### config.mk
export PLATFORM = sky130hd
export DESIGN_NAME = sync_fifo
export DESIGN_NICKNAME = d
export VERILOG_FILES = /design/src/rtl/sync_fifo.sv
export SDC_FILE = /design/constraint.sdc
export NUM_CORES = 1
export LEC_CHECK = 0
export ABC_AREA = 0
export CAP_MARGIN = 20
export CORE_UTILIZATION = 36
export CTS_CLUSTER_SIZE = 8
export DETAILED_ROUTE_END_ITERATION = 7
export GPL_TIMING_DRIVEN = 0
export HOLD_SLACK_MARGIN = 0.02
export PLACE_DENSITY = 0.56
export SLEW_MARGIN = 20
export SYNTH_ARGS = -nofsm -noshare
export SYNTH_HDL_FRONTEND = slang
export SYNTH_SLANG_ARGS = --single-unit
### constraint.sdc
create_clock -name clk -period 7.1 [get_ports clk]
set_clock_uncertainty 0.2 [all_clocks]
set_input_delay 1.42 -clock clk [delete_from_list [all_inputs] [get_ports clk]]
set_output_delay 1.42 -clock clk [all_outputs]
set_load 0.005 [all_outputs]
### src/rtl/sync_fifo.sv
// Synchronous FIFO with first-word-fall-through read data.
// Pointers carry one extra wrap bit so full and empty stay distinguishable.
// The clr input empties the FIFO on the next edge; it has priority over push/pop.
module sync_fifo #(
    parameter int DEPTH = 16,
    parameter int NB    = 12
) (
    input  logic          clk,
    input  logic          rst,
    input  logic          clr,
    input  logic          push,
    input  logic          pop,
    input  logic [NB-1:0] din,
    output logic [NB-1:0] dout,
    output logic          full,
    output logic          empty
);

    localparam int AW = $clog2(DEPTH);

    logic [NB-1:0] r_mem [DEPTH];
    logic [AW:0]   r_wr_ptr;
    logic [AW:0]   r_rd_ptr;
    logic          w_push;
    logic          w_pop;

    assign empty  = (r_wr_ptr == r_rd_ptr);
    assign full   = (r_wr_ptr[AW] != r_rd_ptr[AW]) &&
                    (r_wr_ptr[AW-1:0] == r_rd_ptr[AW-1:0]);
    assign w_pop  = pop && !empty;
    assign w_push = push && (!full || w_pop);
    assign dout   = r_mem[r_rd_ptr[AW-1:0]];

    // Pointer update: clear on request, otherwise advance on accepted push/pop.
    always_ff @(posedge clk or posedge rst) begin
        if (rst) begin
            r_wr_ptr <= '0;
            r_rd_ptr <= '0;
        end else if (clr) begin
            r_wr_ptr <= '0;
            r_rd_ptr <= '0;
        end else begin
            if (w_push) r_wr_ptr <= r_wr_ptr + 1'b1;
            if (w_pop)  r_rd_ptr <= r_rd_ptr + 1'b1;
        end
    end

    // Storage write; contents need no reset because empty gates every read.
    always_ff @(posedge clk) begin
        if (w_push && !clr) r_mem[r_wr_ptr[AW-1:0]] <= din;
    end

endmodule

Word level (Yosys, flattened, before mapping)
Memories as Yosys holds them, arrays and structs flattened.
Cells that the tools add are included.
{"block": "totals", "regBits": 10, "mem_bits_rw": 192, "out_inout_bits": 14, "n_memories": 1}
{"memory": "r_mem", "words": 16, "width": 12, "read_ports": 1, "rd_clocked_by_memory_dff": 0, "write_ports": 1, "line_no": "21", "rtl": "logic [NB-1:0] r_mem [DEPTH];"}
{"block": "op_classes", "n_addsub": 2, "n_eq_ne": 3, "muxes": 6, "reduce_logical": 10}
{"operator": "two-way mux 5 bit", "n": 4}
{"operator": "adder 5 x 1 -> 5 bit, second input constant", "n": 2}
{"operator": "equality test 5 bit", "n": 1}
{"operator": "equality test 4 bit", "n": 1}
{"operator": "logical AND 1 bit", "n": 4}
{"operator": "nonzero test 2 bit", "n": 2}
{"operator": "zero test 1 bit", "n": 3}
{"operator": "two-way mux 1 bit", "n": 2}
{"operator": "logical OR 1 bit", "n": 1}
{"operator": "!= test 1 bit", "n": 1}

Depth between registers and ports, before layout
Gate-level depths: netlist of the first run.
{"block": "depth", "ltp_word": 8, "depth_mapped": 7, "ltp_nobuf": 5}

Worst setup path after synthesis of the first run
No wires, ideal clock.
{"block": "synth_timing", "kind": "in2reg", "startpoint": "input port clr", "endpoint": "memory r_mem[0][0] (enable)", "setup_ns": 0.396, "arrival_time_ns": 2.738, "required_time_ns": 6.504, "path_slack_ns": 3.766, "stages": 4, "n_path_buf": 0, "path_cell_list": "nand2b_1 > a21oi_1 > nand2_1 > nor3_1"}
{"block": "synth_between", "elab_chain_cells": 4}
{"element": "from (decl)", "line_no": "10", "rtl": "input logic clr,"}
{"element": "zero test 1 bit", "line_no": "50", "rtl": "if (w_push && !clr) r_mem[r_wr_ptr[AW-1:0]] <= din;"}
{"element": "logical AND 1 bit", "line_no": "50"}
{"element": "two-way mux 1 bit", "line_no": "50"}
{"element": "two-way mux 1 bit (not written as such)", "line_no": "50"}
{"element": "to (decl)", "line_no": "21"}
Every way passes these cells.

Worst setup path after layout of the first run
{"block": "layout_timing", "startpoint": "register r_rd_ptr[1]", "endpoint": "output port dout[9]"}
{"block": "layout_between", "elab_chain_cells": 1}
{"element": "from (decl)", "line_no": "23", "rtl": "logic [AW:0] r_rd_ptr;"}
{"element": "from (signal assigned)", "line_no": "44", "rtl": "if (w_pop) r_rd_ptr <= r_rd_ptr + 1'b1;"}
{"element": "memory read (16 x 12 bit)"}
{"element": "to (decl)", "line_no": "14", "rtl": "output logic [NB-1:0] dout,"}
Every way passes these cells.

==> results.sh, run 1 <==
export IMPL_status="finished clean"
export IMPL_p_leak_nw=3.00
export IMPL_slew_headroom_pct=43.0
export IMPL_synth_cell_types=36
export IMPL_switchingPower_mw=0.656
export IMPL_post_route_drc_count=0
export IMPL_fin_util_pct=44.0
export IMPL_wl_um=17200
export IMPL_dieArea_sq_um=23300
export IMPL_cp_slowest_cell="buf_1"
export IMPL_p_int_mw=2.26
export IMPL_slowest_delay_ns=0.60
export IMPL_antenna_found_initial=0
export IMPL_syn_inst=398
export IMPL_core_area_sq_um=22000
export IMPL_synth_area_top_cells="edfxtp_1, mux4_2, dfrtp_1"
export IMPL_grt_pass1_wl_um=26500
export IMPL_grt_pass1_vias=4237
export IMPL_crit_arrival_ns=2.97
export IMPL_gp_congestion=0.743
export IMPL_sequentialPowerShare_pct=45.5
export IMPL_overflow=0
export IMPL_dpl_instance_area_sq_um=8920
export IMPL_required_ns=5.48
export IMPL_ios=31
export IMPL_max_freq_ghz=0.218
export IMPL_num_rows=54
export IMPL_tns_ns=0
export IMPL_cts_inserted_buffers=29
export IMPL_final_hold_viol_count=0
export IMPL_seq_area_frac_synth_pct=73.7
export IMPL_synth_cell_area_sq_um=8170
export IMPL_rsz0062_at_grt="false"
export IMPL_drv_slew=0
export IMPL_clkPwrFrac_pct=40.9
export IMPL_ctsResizeCount=0
export IMPL_hold_class="flop to flop"
export IMPL_start_util_pct=37.1
export IMPL_path_clk_slew_ns=0.05
export IMPL_pwr_density_cell_nw_per_um2=300
export IMPL_syn_nets=420
export IMPL_path_cells="buf_6, buf_1, mux4_2, mux2i_1, a21oi_1, clkdlybuf4s50_1"
export IMPL_grt_max_degree=17
export IMPL_power_mw=2.91
export IMPL_nets=485
export IMPL_htreeDepth=1
export IMPL_cts_path_max_buffers=3
export IMPL_insertedDiodeCount=0
export IMPL_grt_usage_pct=15.4
export IMPL_vdd_ir_drop_max_mv=0.203
export IMPL_drt_iter0_markers=234
export IMPL_fillers=1937
export IMPL_p_sw_share_pct=22.5
export IMPL_drive_gt1_share_pct=24.9
export IMPL_die_w_um=153
export IMPL_path_class="flop to output port"
export IMPL_setup_worst_path_end_class="output port"
export IMPL_via_count=3875
export IMPL_final_cell_area_sq_um=9700
export IMPL_hpwl_um=11200
export IMPL_postCtsSetupBuffers=0
export IMPL_cts_sinks=202
export IMPL_via_per_inst=5.15
export IMPL_cts_hold_buf=0
export IMPL_cts_root_buf="clkbuf_16"
export IMPL_syn_to_final_growth_pct=18.7
export IMPL_ys_ff_latch=202
export IMPL_cts_tree="done"
export IMPL_cap_violations=0
export IMPL_layout_min_cycle_time_ns=4.59
export IMPL_pwr_share_comb_pct=13.6
export IMPL_io_buffers=30
export IMPL_setup_viol=0
export IMPL_firstDrtPassIters=6
export IMPL_cp_max_fo=10
export IMPL_syn_mean_instance_area_sq_um=20.5
export IMPL_fin_cells=753
export IMPL_yosysWarnings=0
export IMPL_avgRoutedWirePerCell_um=22.8
export IMPL_antenna_left=0
export IMPL_critPathLaunchType="flop"
export IMPL_die_y_um=153
export IMPL_synth_top_cell_area_share_pct=70.6
export IMPL_worstMarginPinSlew_ns=0.855
export IMPL_yosys_area_top_type="edfxtp_1"
export IMPL_dp_cells=712
export IMPL_finalCritPeriodShare_pct=64.7
export IMPL_clock_latency_ns=0.52
[flip-flops by register name, indices dropped and copies added (netlist names)]
name,flops
r_mem,192
r_rd_ptr,5
r_wr_ptr,5
[kinds of logic (layout without fill, tap and decap cells)]
family                   count (synthesis)  in the layout  share of synthesized area (%)
adder cells (fa/ha/maj)                  5              5                          0.766
multiplexers                            63             63                           15.1
XOR/XNOR                                12             12                           2.07
buffers and inverters                   25            100                           1.87
flip-flops                             202            202                           73.7
AO/OA/AOI/OAI                           34             34                           2.74
AND/OR/NAND/NOR                         57             57                           3.75
[metrics by stage]
stage               hold slack [ns]  worst slack [ns]
global placement              0.388              2.23
finish                        0.420              2.51
CTS                           0.426              2.41
detailed placement            0.412              2.90
floorplan                     0.366              3.77
global route                  0.484              2.37
[worst paths after layout]
path                            slack [ns]   startpoint      endpoint  depth (start not counted)
max in group asynchronous             5.42          rst   r_wr_ptr[0]                          2
worst max-delay path                  2.51  r_rd_ptr[1]       dout[9]                          6
worst min register to register        0.42  r_rd_ptr[4]   r_rd_ptr[4]                          2
worst min-delay path                  0.42  r_rd_ptr[4]   r_rd_ptr[4]                          2
worst max register to register        4.12  r_rd_ptr[4]  r_mem[0][10]                          6
min in group asynchronous             0.99          rst   r_rd_ptr[4]                          2
[Yosys cell counts, drive strengths merged]
cell	count
clkbuf	9
nor2b	13
buf	13
nand2	5
inv	3
o21ai	2
mux4	48
xnor2	8
nand4	2
mux2	1
dfrtp	10
a21oi	16
nand2b	3
edfxtp	192
o31ai	1
nand3	2
o211ai	2
nor3	4
and4	1
nor2	24
or3	1
or3b	1
xor2	4
a211oi	13
mux2i	14
ha	5
and3	1
[power by group through the flow]
stage | sequential, mW | clock [mW] | combinational, mW
floorplan | 1.35 | 0 | 0.257
global placement | 1.35 | 0 | 0.394
detailed placement | 1.35 | 0 | 0.404
CTS | 1.33 | 1.22 | 0.406
global route | 1.33 | 1.27 | 0.425
finish | 1.33 | 1.19 | 0.395
[layer usage]
layer	vias up	global-route usage (%)	share of wire [%]
met5	-	0	0
met4	0	5.29	1.8
met3	29	2.42	4.9
met2	86	26.2	51
met1	2015	20.1	42
li1	1745	-	-
[critical path, delay by kind of cell, from the launching register on]
family                 cells  cell delay [ns]
muxes                      2             0.70
AOI/OAI and AO/OA          1             0.16
DFF                        1             0.36
buffers and inverters      3             1.23
[layout by cell type, fill, tap and decap left out, drive strengths merged, types with 2 or more instances in the layout]
master and count:
edfxtp 192, mux4 48, clkbuf 48, clkdlybuf4s50 30, nor2 24, buf 17, a21oi 16, mux2i 14
nor2b 13, a211oi 13, dfrtp 10, xnor2 8, nand2 5, ha 5, xor2 4, inv 4
nor3 4, nand2b 3, nand3 2, o211ai 2, nand4 2, o21ai 2
[cell type report]
class | instances | area [sq um] | share of cell area, %
buffer | 22 | 141 | 1.46
clock inverter | 2 | 17.5 | 0.181
timing repair buffer | 34 | 338 | 3.48
sequential | 202 | 6020 | 62.0
tap | 280 | 350 | 3.61
inverter | 3 | 11.3 | 0.116
clock buffer | 39 | 763 | 7.87
multi-input combinational | 171 | 2060 | 21.2
No activity file was read; power rests on OpenSTA's default activity.
==> run 2: changes to the inputs <==
PLACE_DENSITY = 0.58   (was 0.56)
clock period = 3.71 ns   (was 7.1 ns; I/O delays follow)
==> run 2 against run 1 <==
Utilization is 0.97 points higher. Largest cell class unchanged. Sequential share of layout area is 1.3 points lower. Highest routed layer unchanged. First-iteration DRC count is 7.7% higher. Sequential power is 91% higher. Power is 95% higher. Worst hold slack worse by 0.13 ns. Die area stayed put. Design area is 2.2% higher.
==> results.sh, run 2 (same netlist as run 1, synthesis figures left out) <==
export IMPL_multiInputGateArea_sq_um=2130
export IMPL_path_cells="buf_8, buf_12, buf_12, mux4_2, mux2i_2, a21oi_1, clkdlybuf4s50_1"
export IMPL_overflow=0
export IMPL_cts_path_max_buffers=3
export IMPL_worstMarginPinSlew_ns=0.842
export IMPL_vdd_ir_drop_max_mv=0.357
export IMPL_final_hold_viol_count=0
export IMPL_num_rows=54
export IMPL_cap_violations=0
export IMPL_drv_slew=0
export IMPL_critPathLaunchType="flop"
export IMPL_grt_pass1_vias=4363
export IMPL_finalCritPeriodShare_pct=97.8
export IMPL_layout_min_cycle_time_ns=3.63
export IMPL_grt_pass1_wl_um=26700
export IMPL_firstDrtPassIters=4
export IMPL_gr_usage_met3_pct=2.13
export IMPL_nets=496
export IMPL_hold_class="primary input to async pin"
export IMPL_drt_iter0_markers=252
export IMPL_rr_startpoint="r_rd_ptr[4]"
export IMPL_final_cell_mix="edfxtp_1, mux4_2, clkbuf_16"
export IMPL_start_util_pct=37.1
export IMPL_slowest_delay_ns=0.51
export IMPL_cts_sinks=202
export IMPL_insertedDiodeCount=0
export IMPL_startpoint="r_rd_ptr[0]"
export IMPL_grt_usage_pct=15.5
export IMPL_dp_cells=712
export IMPL_die_w_um=153
export IMPL_rrSetupSlack_ns=0.81
export IMPL_cp_top_family="buffers and inverters"
export IMPL_via_count=3969
export IMPL_pwr_density_cell_nw_per_um2=574
export IMPL_die_y_um=153
export IMPL_max_freq_ghz=0.276
export IMPL_path_class="flop to output port"
export IMPL_use_met2_pct=27.5
export IMPL_rr_worst_depth=5
export IMPL_clock_latency_ns=0.54
export IMPL_setup_worst_path_end_class="output port"
export IMPL_holdWs_ns=0.289
export IMPL_power_mw=5.69
export IMPL_via_per_inst=5.20
export IMPL_avgRoutedWirePerCell_um=22.8
export IMPL_path_clk_slew_ns=0.05
export IMPL_syn_to_final_growth_pct=21.3
export IMPL_fillers=1863
export IMPL_drive_gt1_share_pct=30.8
export IMPL_cp_slowest_cell="mux4_2"
export IMPL_crit_buf_inv=4
export IMPL_cts_root_buf="clkbuf_16"
export IMPL_core_area_sq_um=22000
export IMPL_final_common_cell="edfxtp_1"
export IMPL_dieArea_sq_um=23300
export IMPL_io_buffers=30
export IMPL_htreeDepth=1
export IMPL_grt_max_degree=17
export IMPL_p_leak_nw=3.15
export IMPL_crit_path_frequent_cell="buf_12"
export IMPL_post_route_drc_count=0
export IMPL_required_ns=2.77
export IMPL_largest_register_ffs=192
export IMPL_top_usage_layer="met2"
export IMPL_setup_viol=0
export IMPL_crit_arrival_ns=2.69
export IMPL_cts_tree="done"
export IMPL_hpwl_um=11200
export IMPL_ios=31
export IMPL_slew_headroom_pct=43.8
export IMPL_antenna_left=0
export IMPL_seqCellArea_sq_um=6020
export IMPL_cp_max_fo=10
export IMPL_fin_cells=763
export IMPL_gp_congestion=0.756
export IMPL_status="finished clean"
export IMPL_rr_endpoint="r_mem[4][0]"
export IMPL_antenna_found_initial=0
export IMPL_cts_inserted_buffers=29
export IMPL_wl_um=17400
export IMPL_met1_usage_pct=19.6
## run 2: per-stage QoR
step | utilization (%) | setup TNS, ns | worst slack [ns] | instance area, sq um
finish | 45.0 | 0 | 0.0827 | 9910
global route | 45.0 | -0.00398 | -0.00302 | 9910
CTS | 44.7 | 0 | 0.0247 | 9850
detailed placement | 40.5 | 0 | 0.147 | 8910
global placement | 40.0 | -23.26 | -0.577 | 8820
floorplan | - | 0 | 1.01 | 8170
## run 2: worst reg2reg max path: stages, from the launching register on
cell and delay, ns:
dfrtp_1 0.42, xnor2_1 0.45, nor2_1 0.18, a21oi_1 0.32
nand2_1 0.23, nor2_2 0.71
## run 2: metal layers
metal  up-vias  part of all wire (%)
met5         -                     0
met4         0                   2.0
met1      2086                    41
met2        86                    53
li1       1769                     -
met3        28                   4.9
## run 2: how the worst max path moves through the flow
stage	endpoint	slack [ns]	cells after the start
after floorplan	r_mem[0][0]	1.01	5
after global placement	r_mem[0][8]	-0.58	5
after detailed placement	dout[2]	0.15	6
after CTS	dout[9]	0.02	6
after global routing	dout[5]	-0.003	7
final	dout[7]	0.08	7
## run 2: power breakdown
part / total (mW) / switching, mW / internal, mW
sequential: 2.54 / 0.0127 / 2.53
clock: 2.30 / 0.892 / 1.41
combinational: 0.855 / 0.393 / 0.463
## run 2: final cells by class
cell class              instances  area share [%]
multi-input cells             171            21.5
inverters                       3           0.114
flip-flops and latches        202            60.7
plain buffers                  22            2.07
clock buffers                  38            7.66
repair buffers                 45            4.17
clock inverters                 2           0.290
well taps                     280            3.54
## run 2: repair_timing
item                                   4_1_cts  5_1_grt
hold buffers                                 0        0
endpoints found under the hold margin        0        0
setup endpoints to repair                   12        4
pin swaps                                    3        2
buffers inserted                             6        5
resized for setup                           39        4
==> run 3: changes to the inputs <==
CORE_ASPECT_RATIO = 1.1   (was not set)
==> run 3 against run 2 <==
Design area fell by 0.67%. Worst setup slack improved by 0.020 ns. Sequential share of layout area rose by 0.41 points. Clock-buffer cell count did not move. Final cell count rose by 0.52%. Die area barely moved. Power fell by 1.4%. Maximum frequency rose by 0.56%. Routed wire length fell by 4.1%. Sequential cell count did not move. Critical path depth did not move. Highest routed layer unchanged.
==> results.sh, run 3 (same netlist as run 1, synthesis figures left out) <==
export IMPL_layout_min_cycle_time_ns=3.61
export IMPL_p_leak_nw=3.12
export IMPL_cts_hold_buf=0
export IMPL_vdd_ir_drop_max_mv=0.353
export IMPL_seqCellArea_sq_um=6020
export IMPL_rr_endpoint="r_mem[12][4]"
export IMPL_slew_headroom_pct=41.5
export IMPL_cts_path_max_buffers=3
export IMPL_cp_max_fo=10
export IMPL_die_y_um=160
export IMPL_grt_pass1_vias=4143
export IMPL_die_w_um=146
export IMPL_syn_to_final_growth_pct=20.5
export IMPL_firstDrtPassIters=4
export IMPL_post_route_drc_count=0
export IMPL_grt_pass1_wl_um=25500
export IMPL_overflow=0
export IMPL_htreeDepth=1
export IMPL_crit_path_frequent_cell="buf_12"
export IMPL_cp_top_family="buffers and inverters"
export IMPL_avgRoutedWirePerCell_um=21.7
export IMPL_cts_sinks=202
export IMPL_critPathLaunchType="flop"
export IMPL_ios=31
export IMPL_drv_slew=0
export IMPL_grt_max_degree=17
export IMPL_dieArea_sq_um=23300
export IMPL_worstMarginPinSlew_ns=0.877
export IMPL_drive_gt1_share_pct=29.0
export IMPL_hold_class="primary input to async pin"
export IMPL_rrSetupSlack_ns=0.77
export IMPL_grt_usage_pct=14.9
export IMPL_cts_tree="done"
export IMPL_hpwl_um=11000
export IMPL_start_util_pct=36.8
export IMPL_path_class="flop to output port"
export IMPL_drt_iter0_markers=254
export IMPL_nets=485
export IMPL_rsz0062_at_grt="false"
export IMPL_fin_cells=767
export IMPL_via_per_inst=5.04
export IMPL_rr_worst_depth=7
export IMPL_max_freq_ghz=0.277
export IMPL_slowest_delay_ns=0.51
export IMPL_cp_slowest_cell="mux4_2"
export IMPL_insertedDiodeCount=0
export IMPL_status="finished clean"
export IMPL_largest_register_ffs=192
export IMPL_setup_viol=0
export IMPL_antenna_found_initial=0
export IMPL_required_ns=2.77
export IMPL_final_cell_mix="edfxtp_1, mux4_2, clkbuf_16"
export IMPL_multiInputGateArea_sq_um=2120
export IMPL_path_clk_slew_ns=0.05
export IMPL_rr_startpoint="r_rd_ptr[0]"
export IMPL_antenna_left=0
export IMPL_finalCritPeriodShare_pct=97.2
export IMPL_pwr_density_cell_nw_per_um2=570
export IMPL_cap_violations=0
export IMPL_path_cells="buf_6, buf_12, buf_12, mux4_2, mux2i_2, a21oi_1, dlygate4sd2_1"
export IMPL_crit_buf_inv=4
export IMPL_clock_latency_ns=0.53
export IMPL_dp_cells=727
export IMPL_io_buffers=30
export IMPL_final_hold_viol_count=0
export IMPL_gp_congestion=0.756
export IMPL_wl_um=16700
export IMPL_final_common_cell="edfxtp_1"
export IMPL_fillers=1865
export IMPL_crit_arrival_ns=2.67
export IMPL_setup_worst_path_end_class="output port"
export IMPL_dp_slack_ns=0.229
export IMPL_core_area_sq_um=22200
export IMPL_cts_root_buf="clkbuf_16"
export IMPL_num_rows=57
export IMPL_via_count=3866
export IMPL_fin_ws_ns=0.103
export IMPL_cts_inserted_buffers=29
-- run 3: through the flow --
stage                     area (sq um)  hold WS (ns)  power (mW)  setup TNS, ns  utilization, %
after floorplan                   8170         0.366        3.07              0               -
after global placement            8840         0.387        3.32         -20.00            39.8
after detailed placement          8930         0.413        3.34              0            40.3
after CTS                         9810         0.308        5.67       -0.00198            44.2
after global routing              9840         0.343        5.81              0            44.4
final                             9840         0.300        5.61              0            44.4
-- run 3: per-layer routing --
metal	wire, um	track usage (%)
met3	488	2.09
met5	0	0
met4	474	5.60
met2	8810	26.1
met1	6880	18.8
-- run 3: power breakdown --
part	total, mW	leakage (nW)	switching [mW]	internal [mW]
Clock	2.28	0.382	0.872	1.41
Combinational	0.794	0.875	0.374	0.420
Sequential	2.54	1.87	0.0133	2.53
-- run 3: worst max path at each step --
| stage | from | cells after the start | to | slack, ns |
|---|---|---|---|---|
| CTS | r_rd_ptr[0] | 7 | dout[0] | -0.002 |
| global placement | pop | 3 | r_mem[15][5] | -0.52 |
| global route | r_rd_ptr[0] | 7 | dout[3] | 0.02 |
| floorplan | r_rd_ptr[4] | 5 | r_mem[0][0] | 1.01 |
| detailed placement | pop | 4 | r_mem[3][6] | 0.23 |
| finish | r_rd_ptr[0] | 7 | dout[3] | 0.10 |
-- run 3: area by class of cell --
type	instances	area share, %
multi-input combinational	171	21.5
clock inverter	2	0.292
sequential	202	61.1
inverter	3	0.114
timing repair buffer	35	3.55
tap	295	3.75
buffer	21	1.93
clock buffer	38	7.72
-- run 3: repair_timing --
item | CTS | global route
setup endpoints to repair | 12 | 4
resized for setup | 34 | 8
pin swaps | 2 | 1
buffers inserted | 1 | 0
endpoints found under the hold margin | 0 | 0
